[config.mk]
export PLATFORM = sky130hd
export DESIGN_NAME = ram_fifo_ctrl_flat
export DESIGN_NICKNAME = d
export VERILOG_FILES = /design/src/rtl/ram_fifo_ctrl_pkg.sv /design/src/rtl/ram_fifo_ctrl_if.sv /design/src/rtl/ram_fifo_ctrl.sv /design/src/flat_wrapper.sv
export SDC_FILE = /design/constraint.sdc
export NUM_CORES = 1
export LEC_CHECK = 0
export BUFFER_PORTS_ARGS = -buffer_cell sky130_fd_sc_hd__buf_2
export CAP_MARGIN = 20
export CORE_MARGIN = 5
export CORE_UTILIZATION = 45
export DETAILED_ROUTE_END_ITERATION = 12
export GPL_TIMING_DRIVEN = 1
export PLACE_DENSITY = 0.86
export REMOVE_ABC_BUFFERS = 1
export SETUP_SLACK_MARGIN = 0.1
export SYNTH_ARGS = -nofsm -noshare
export SYNTH_HDL_FRONTEND = slang
export SYNTH_SLANG_ARGS = --single-unit
[constraint.sdc]
create_clock -name clk -period 5.4 [get_ports clk]
set_clock_uncertainty 0.05 [all_clocks]
set_input_delay 0 -clock clk [delete_from_list [all_inputs] [get_ports clk]]
set_output_delay 0 -clock clk [all_outputs]
set_load 0.05 [all_outputs]
[src/rtl/ram_fifo_ctrl_pkg.sv]
// Shared constants and FSM encoding for the RAM-backed FIFO controller.
// The width/depth constants also size the 32x32 RAM it drives.
package ram_fifo_ctrl_pkg;

   localparam int DATA_W = 32;
   localparam int ADDR_W = 5;
   localparam int DEPTH  = 32;

   typedef enum logic {
      ST_IDLE     = 1'b0,
      ST_POP_WAIT = 1'b1
   } state_t;

endpackage

[src/rtl/ram_fifo_ctrl_if.sv]
// Stream-side handshake and RAM strobe bundle for ram_fifo_ctrl.
// slave: the controller itself; master: whatever drives the stream side
// and sits behind the RAM pins.
interface ram_fifo_ctrl_if;
   import ram_fifo_ctrl_pkg::*;

   logic              clr;
   logic              push;
   logic [DATA_W-1:0] push_data;
   logic              push_ready;
   logic              pop;
   logic              pop_ready;
   logic [DATA_W-1:0] pop_data;
   logic              pop_valid;
   logic              full;
   logic              empty;
   logic [ADDR_W:0]   count;
   logic              err;
   logic              m_cen;
   logic              m_wen;
   logic [ADDR_W-1:0] m_addr;
   logic [DATA_W-1:0] m_din;
   logic [DATA_W-1:0] m_dout;

   modport slave (
      input  clr, push, push_data, pop, m_dout,
      output push_ready, pop_ready, pop_data, pop_valid, full, empty, count, err,
             m_cen, m_wen, m_addr, m_din
   );

   modport master (
      output clr, push, push_data, pop, m_dout,
      input  push_ready, pop_ready, pop_data, pop_valid, full, empty, count, err,
             m_cen, m_wen, m_addr, m_din
   );

endinterface

[src/rtl/ram_fifo_ctrl.sv]
// FIFO controller in front of a single-port synchronous RAM with one-cycle
// registered read data.
//
//   state       | meaning
//   ------------+--------------------------------------------------------
//   ST_IDLE     | ready for a pop (priority) or a push
//   ST_POP_WAIT | RAM read in flight; capture m_dout at the end of cycle
//
// A pop blocks further pops for one cycle because the single RAM port
// returns data a cycle after the strobe. Pushes may still use the port in
// ST_POP_WAIT: the RAM clears its dout on a write at the same edge that the
// read word is captured, so the capture sees the read data.
module ram_fifo_ctrl
   import ram_fifo_ctrl_pkg::*;
(
   input logic            clk,
   input logic            reset_n,
   ram_fifo_ctrl_if.slave bus
);

   localparam logic [ADDR_W:0]   CNT_FULL = (ADDR_W+1)'(DEPTH);
   localparam logic [ADDR_W:0]   CNT_ONE  = (ADDR_W+1)'(1);
   localparam logic [ADDR_W-1:0] PTR_ONE  = ADDR_W'(1);

   state_t            state;
   state_t            next_state;
   logic [ADDR_W-1:0] wr_ptr;
   logic [ADDR_W-1:0] rd_ptr;
   logic [ADDR_W:0]   count;
   logic              err_q;
   logic              pop_valid_q;
   logic [DATA_W-1:0] pop_data_q;

   logic              full;
   logic              empty;
   logic              push_ok;
   logic              pop_ok;
   logic              err_set;
   logic              m_cen;
   logic              m_wen;
   logic [ADDR_W-1:0] m_addr;
   logic [DATA_W-1:0] m_din;

   assign full  = (count == CNT_FULL);
   assign empty = (count == '0);

   // FSM state register
   always_ff @(posedge clk or negedge reset_n) begin
      if (!reset_n)     state <= ST_IDLE;
      else if (bus.clr) state <= ST_IDLE;
      else              state <= next_state;
   end

   // Next state, handshake acceptance and RAM strobe decode
   always_comb begin
      next_state = state;
      pop_ok     = 1'b0;
      push_ok    = 1'b0;
      err_set    = 1'b0;
      m_cen      = 1'b0;
      m_wen      = 1'b0;
      m_addr     = '0;
      m_din      = '0;
      if (!bus.clr) begin
         err_set = bus.push && full;
         case (state)
            ST_IDLE: begin
               err_set = err_set || (bus.pop && empty);
               if (bus.pop && !empty) begin
                  pop_ok     = 1'b1;
                  next_state = ST_POP_WAIT;
               end else if (bus.push && !full) begin
                  push_ok = 1'b1;
               end
            end
            ST_POP_WAIT: begin
               next_state = ST_IDLE;
               push_ok    = bus.push && !full;
            end
            default: next_state = ST_IDLE;
         endcase
         if (pop_ok) begin
            m_cen  = 1'b1;
            m_addr = rd_ptr;
         end else if (push_ok) begin
            m_cen  = 1'b1;
            m_wen  = 1'b1;
            m_addr = wr_ptr;
            m_din  = bus.push_data;
         end
      end
   end

   // Pointers, occupancy, sticky error and read-data capture
   always_ff @(posedge clk or negedge reset_n) begin
      if (!reset_n) begin
         wr_ptr      <= '0;
         rd_ptr      <= '0;
         count       <= '0;
         err_q       <= 1'b0;
         pop_valid_q <= 1'b0;
         pop_data_q  <= '0;
      end else if (bus.clr) begin
         wr_ptr      <= '0;
         rd_ptr      <= '0;
         count       <= '0;
         err_q       <= 1'b0;
         pop_valid_q <= 1'b0;
      end else begin
         if (push_ok) wr_ptr <= wr_ptr + PTR_ONE;
         if (pop_ok)  rd_ptr <= rd_ptr + PTR_ONE;
         if (push_ok)     count <= count + CNT_ONE;
         else if (pop_ok) count <= count - CNT_ONE;
         err_q       <= err_q || err_set;
         pop_valid_q <= (state == ST_POP_WAIT);
         if (state == ST_POP_WAIT) pop_data_q <= bus.m_dout;
      end
   end

   assign bus.push_ready = push_ok;
   assign bus.pop_ready  = pop_ok;
   assign bus.pop_data   = pop_data_q;
   assign bus.pop_valid  = pop_valid_q;
   assign bus.full       = full;
   assign bus.empty      = empty;
   assign bus.count      = count;
   assign bus.err        = err_q;
   assign bus.m_cen      = m_cen;
   assign bus.m_wen      = m_wen;
   assign bus.m_addr     = m_addr;
   assign bus.m_din      = m_din;

endmodule

[src/flat_wrapper.sv]
// flat-port wrapper written by rule: the top's interface ports become plain ports
module ram_fifo_ctrl_flat import ram_fifo_ctrl_pkg::*;
  (clk, reset_n, bus_clr, bus_push, bus_push_data, bus_pop, bus_m_dout, bus_push_ready, bus_pop_ready, bus_pop_data, bus_pop_valid, bus_full, bus_empty, bus_count, bus_err, bus_m_cen, bus_m_wen, bus_m_addr, bus_m_din);
  ram_fifo_ctrl_if bus_i ();
  input logic clk;
  input logic reset_n;
  input wire logic [$bits(bus_i.clr)-1:0] bus_clr;
  input wire logic [$bits(bus_i.push)-1:0] bus_push;
  input wire logic [$bits(bus_i.push_data)-1:0] bus_push_data;
  input wire logic [$bits(bus_i.pop)-1:0] bus_pop;
  input wire logic [$bits(bus_i.m_dout)-1:0] bus_m_dout;
  output wire logic [$bits(bus_i.push_ready)-1:0] bus_push_ready;
  output wire logic [$bits(bus_i.pop_ready)-1:0] bus_pop_ready;
  output wire logic [$bits(bus_i.pop_data)-1:0] bus_pop_data;
  output wire logic [$bits(bus_i.pop_valid)-1:0] bus_pop_valid;
  output wire logic [$bits(bus_i.full)-1:0] bus_full;
  output wire logic [$bits(bus_i.empty)-1:0] bus_empty;
  output wire logic [$bits(bus_i.count)-1:0] bus_count;
  output wire logic [$bits(bus_i.err)-1:0] bus_err;
  output wire logic [$bits(bus_i.m_cen)-1:0] bus_m_cen;
  output wire logic [$bits(bus_i.m_wen)-1:0] bus_m_wen;
  output wire logic [$bits(bus_i.m_addr)-1:0] bus_m_addr;
  output wire logic [$bits(bus_i.m_din)-1:0] bus_m_din;
  assign bus_i.clr = bus_clr;
  assign bus_i.push = bus_push;
  assign bus_i.push_data = bus_push_data;
  assign bus_i.pop = bus_pop;
  assign bus_i.m_dout = bus_m_dout;
  assign bus_push_ready = bus_i.push_ready;
  assign bus_pop_ready = bus_i.pop_ready;
  assign bus_pop_data = bus_i.pop_data;
  assign bus_pop_valid = bus_i.pop_valid;
  assign bus_full = bus_i.full;
  assign bus_empty = bus_i.empty;
  assign bus_count = bus_i.count;
  assign bus_err = bus_i.err;
  assign bus_m_cen = bus_i.m_cen;
  assign bus_m_wen = bus_i.m_wen;
  assign bus_m_addr = bus_i.m_addr;
  assign bus_m_din = bus_i.m_din;
  ram_fifo_ctrl u_core (.clk(clk), .reset_n(reset_n), .bus(bus_i));
endmodule
# After elaboration in Yosys (flattened, before gate mapping)
# Index checks and enable logic that the tools add are counted.
[classes] n_addsub=4 n_eq_ne=1 n_mux=33 bitwise_logic=2 reduce_logical=13
[ops] cell="2-to-1 mux 32 bit" count=3
[ops] cell="2-to-1 mux 5 bit" count=7
[ops] cell="2-to-1 mux 1 bit" count=18
[ops] cell="2-to-1 mux 6 bit" count=3
[ops] cell="adder 5 x 1 -> 5 bit (second input constant)" count=2
[ops] cell="adder 6 x 1 -> 6 bit (second input constant)" count=1
[ops] cell="equality test 6 bit (second input constant)" count=1
[ops] cell="zero test 6 bit" count=1
[ops] cell="subtractor 6 x 1 -> 6 bit (second input constant)" count=1
[ops] cell="logical AND 1 bit" count=4
[ops] cell="one-hot mux 1 bit (2 select lines)" count=2
[ops] cell="nonzero test 2 bit" count=2
[ops] cell="nonzero test 3 bit" count=1
[ops] cell="zero test 1 bit" count=2
[ops] cell="logical OR 1 bit" count=2
[ops] cell="NOT 1 bit" count=2
[ops] cell="AND reduction 2 bit" count=1
[totals] register_bits=51 in_bits=69 output_inout_bits=83 wordCells=60

# Logic depth before layout (Yosys ltp)
[logic_depth] depth_word=10 ltp_mapped=12 mapped_depth_nobuf=11

# Worst setup path before layout
# OpenSTA, ideal clock, no wires.
[synth_path] path_kind="register to register" from="register u_core.count[0], in the netlist u_core.bus.count[0]" to="register u_core.count[5], in the netlist u_core.bus.count[5]" setup_time_ps=128 t_arrival_ps=3495 t_required_ps=5222 path_slack_ps=1727 stages_incl_launch_ff=13 synth_period_minus_slack_ps=3673 path_cell_list="dfrtp_1 -> or4_4 -> o21ai_2 -> nand2_2 -> nor2_4 -> buf_2 -> inv_1 -> ha_1 -> a211oi_1 -> o21bai_1 -> a21oi_1 -> mux2i_1 -> mux2_1"
[synth_via] elab_chain_cells=10 elab_cells_between_ends=21 classes_between="add/sub: 2; eq/ne: 1; mux: 12; reduce/logical: 6"
[synth_lines] element="start: declaration" line_no="ram_fifo_ctrl.sv:29" rtl="logic [ADDR_W:0] count;"
[synth_lines] element="start signal: assignment" line_no="ram_fifo_ctrl.sv:112" rtl="if (push_ok) count <= count + CNT_ONE;"
[synth_lines] element="start signal: assignment" line_no="ram_fifo_ctrl.sv:113" rtl="else if (pop_ok) count <= count - CNT_ONE;"
[synth_lines] element="equality test 6 bit" line_no="ram_fifo_ctrl.sv:44" rtl="assign full = (count == CNT_FULL);"
[synth_lines] element="zero test 1 bit" line_no="ram_fifo_ctrl.sv:72, ram_fifo_ctrl.sv:78"
[synth_lines] element="logical AND 1 bit" line_no="ram_fifo_ctrl.sv:72, ram_fifo_ctrl.sv:78"
[synth_lines] element="2-to-1 mux 1 bit" line_no="ram_fifo_ctrl.sv:72" rtl="end else if (bus.push && !full) begin"
[synth_lines] element="2-to-1 mux 1 bit" line_no="ram_fifo_ctrl.sv:69" rtl="if (bus.pop && !empty) begin"
[synth_lines] element="one-hot mux 1 bit (2 select lines) *" line_no="ram_fifo_ctrl.sv:66" rtl="case (state)"
[synth_lines] element="2-to-1 mux 1 bit * (2 in a row)" line_no="ram_fifo_ctrl.sv:64" rtl="if (!bus.clr) begin"
[synth_lines] element="named net bus_push_ready" line_no="flat_wrapper.sv:12" rtl="output wire logic [$bits(bus_i.push_ready)-1:0] bus_push_ready;"
[synth_lines] element="2-to-1 mux 6 bit" line_no="ram_fifo_ctrl.sv:112"
[synth_lines] element="2-to-1 mux 6 bit" line_no="ram_fifo_ctrl.sv:103" rtl="end else if (bus.clr) begin"
# Mark *: on every way through the listed nets, which the timed path passes. The rest lies on a longest branch. The select of a mux whose other input is x is not followed.
# A chain may end at the register's enable or synchronous reset.

# Worst setup path in the final report
[layout_path] from="register u_core.count[1], in the netlist u_core.bus.count[1]" to="register u_core.count[5], in the netlist u_core.bus.count[5]"
[layout_via] elab_chain_cells=10 elab_cells_between_ends=21 classes_between="add/sub: 2; eq/ne: 1; mux: 12; reduce/logical: 6"
[layout_lines] element="equality test 6 bit" line_no="ram_fifo_ctrl.sv:44"
[layout_lines] element="zero test 1 bit" line_no="ram_fifo_ctrl.sv:72, ram_fifo_ctrl.sv:78"
[layout_lines] element="logical AND 1 bit" line_no="ram_fifo_ctrl.sv:72, ram_fifo_ctrl.sv:78"
[layout_lines] element="2-to-1 mux 1 bit" line_no="ram_fifo_ctrl.sv:72"
[layout_lines] element="2-to-1 mux 1 bit" line_no="ram_fifo_ctrl.sv:69"
[layout_lines] element="one-hot mux 1 bit (2 select lines)" line_no="ram_fifo_ctrl.sv:66"
[layout_lines] element="2-to-1 mux 1 bit (2 in a row)" line_no="ram_fifo_ctrl.sv:64"
[layout_lines] element="2-to-1 mux 6 bit" line_no="ram_fifo_ctrl.sv:112"
[layout_lines] element="2-to-1 mux 6 bit" line_no="ram_fifo_ctrl.sv:103"
# Parallel ways exist; a longest one is shown, timed or not. The select of a mux whose other input is x is not followed.

==> run metrics <==
Starting Density=46.4%; Synth cell types=40; Core Rows=27; root buf cell=clkbuf_8; I/O pin count=152; Starting DRT DRC Count=53; antenna-violating nets left=0; final wirelength=7.65 mm; VDD IR max=461 µV; final hold violations=0; Worst path max stage delay=570 ps; Die Y-Extent=85.4 µm; Worst-path clk slew=90 ps; pwr dens=580 nW/µm²; cell count after synthesis=223; Seq/Total Area, Yosys=50.0%; Worst Tran Pin Value=598 ps; RSZ-0062 raised after global routing=false; Leak=1.99 nW; Die Wd=85.4 µm; status=complete, no violations; Min-Delay Path Class=in2async; Yosys top cell by area=dfrtp_1; # hold bufs at CTS=33; Mean Syn Cell Area=11.5 µm²; Inserted Diodes=0; DR DRC count=0; Post-CTS Resized=0; YS warnings=0; Area contributors post-synth=dfrtp_1 (50%), mux2_2 (14%), and2_1 (8.1%); Worst slew margin=60.1%; first-pass GRT wire length=12.5 mm; CTS Buf Count=5; most common cell after layout, fill and taps aside=buf_2; CP Max Fanout=38; clock buffer depth=2; Final Core Density=68.9%; crit share post-route=68.1%; main flop type after synthesis=dfrtp_1; CP Cell Sequence=or4_4 > o21ai_2 > nand2_2 > nor2_4 > inv_1 > ha_1 > a211oi_1 > o21bai_1 > a21oi_1 > mux2i_1 > mux2_1; routability cong.=0.888; Detailed Routing Iterations Pass 1=4; top cell type's share of synthesized area=50.0%; P&R area growth vs syn=48.5%; Final Critical Period=3680 ps; CTS tree=done; Final TNS setup=0 ps; Setup crit start kind=register; Max-Cap Viols=0; cell area after synthesis=2550 µm²; Post-synth EDFFs=0; GRT Util Overall=21.2%; layout cells sized above 1=49.3%; post-DP HPWL=5.34 mm; placed cells=436; DR vias/cell=4.97; Die ar.=7280 µm²; Core Area=5510 µm²; maximum clock frequency=0.272 GHz; commonest cells after routing, fill and taps aside=buf_2 (151), dfrtp_1 (51), and2_1 (33), dlygate4sd3_1 (33), mux2_2 (32); initial antenna violation count=0; Req. time, crit path=5530 ps; Power Total=2.20 mW; largest net degree at the start of global routing=52; Final Non-Filler Cells=478; Clock Latency Late Sink=290 ps; setup violators final=0; fillers=419; H-Tree Depth=2; Overflow after GRT=0; via count=2375; WS Path Type=reg2reg; Setup Buffers After CTS=0; Worst setup EP type=register; vias in the first global route=2600; wire per inst=16.0 µm; #FFs+latches synth=51; Critical Path AT=3810 ps; Post-synth ARST share=100%; Layout Nets=481; slowest CP cell=or4_4; Max Transition Viols Final=0; number of port buffers=151; clk sinks=51
==> flip-flops by register name, indices dropped and copies added (netlist names) <==
name                  count
u_core.wr_ptr             5
u_core.bus.err            1
u_core.bus.count          6
u_core.bus.pop_data      32
u_core.state              1
u_core.bus.pop_valid      1
u_core.rd_ptr             5
==> area by class of cell <==
cell class,count,area [µm²],share of cell area [%]
Sequential cell,51,1280,33.6
Tap cell,72,90.1,2.37
Multi-Input combinational cell,156,1210,31.9
Clock inverter,2,12.5,0.330
Clock buffer,6,72.6,1.91
Inverter,5,18.8,0.495
Timing Repair Buffer,186,1110,29.4
==> layer usage <==
layer	up-vias	GRT usage [%]	share of wire (%)
met5	-	0	0
li1	1116	-	-
met4	0	6.19	1.9
met1	1102	23.1	37
met2	144	36.5	47
met3	13	10.0	14
==> path summary, 6_finish.rpt <==
path	start	cells past startpoint	to	slack, ps
max	u_core.bus.count[1]	11	u_core.bus.count[5]	1720
min	reset_n	2	u_core.bus.pop_data[10]	50
max reg2reg	u_core.bus.count[1]	11	u_core.bus.count[5]	1720
min reg2reg	u_core.bus.err	2	u_core.bus.err	460
max in group asynchronous	reset_n	3	u_core.bus.pop_data[27]	4760
min in group clk	bus_push	4	u_core.bus.count[1]	90
==> cells in the mapped netlist (2+ instances only) <==
| master | instances |
|---|---|
| a21oi_1 | 7 |
| nor3_1 | 2 |
| and2_1 | 33 |
| nand3_1 | 4 |
| xnor2_1 | 4 |
| nand2_1 | 7 |
| mux2i_1 | 5 |
| inv_1 | 5 |
| nand4_1 | 3 |
| clkbuf_1 | 7 |
| nor2_1 | 19 |
| dfrtp_1 | 51 |
| ha_1 | 6 |
| a22o_1 | 3 |
| xor2_1 | 8 |
| mux2_2 | 32 |
| nor2b_1 | 3 |
| clkbuf_2 | 2 |
==> stage by stage <==
stage / setup slack [ps] / area (µm²) / hold WS [ps]
detailed placement: 1710 / 3360 / 189
CTS: 1710 / 3770 / 79.4
floorplan: 1610 / 2500 / -346
finish: 1720 / 3790 / 54.7
global placement: 1840 / 3360 / 181
global route: 1360 / 3790 / 75.9
==> worst max-delay path, delay by kind of cell (launching register included) <==
kind                       cells  cell delay [ps]
buffers and inverters          1              210
muxes                          2              560
adders and majority gates      1              340
DFF                            1              460
AOI/OAI and AO/OA              4              720
and+or+nand+nor                3             1230
==> report_power, final <==
group,switching [mW],internal (mW)
clock network,0.122,0.0908
logic,0.953,0.391
registers,0.109,0.535
==> kinds of logic after synthesis <==
group | share of synthesized area, %
AND/OR/NAND/NOR | 17.0
flip-flops | 50.0
multiplexers | 16.5
AO/OA/AOI/OAI | 5.88
buffers and inverters | 2.79
XOR/XNOR | 4.11
adder cells (fa/ha/maj) | 3.72
Note: power is estimated with default switching activity, not from simulation.
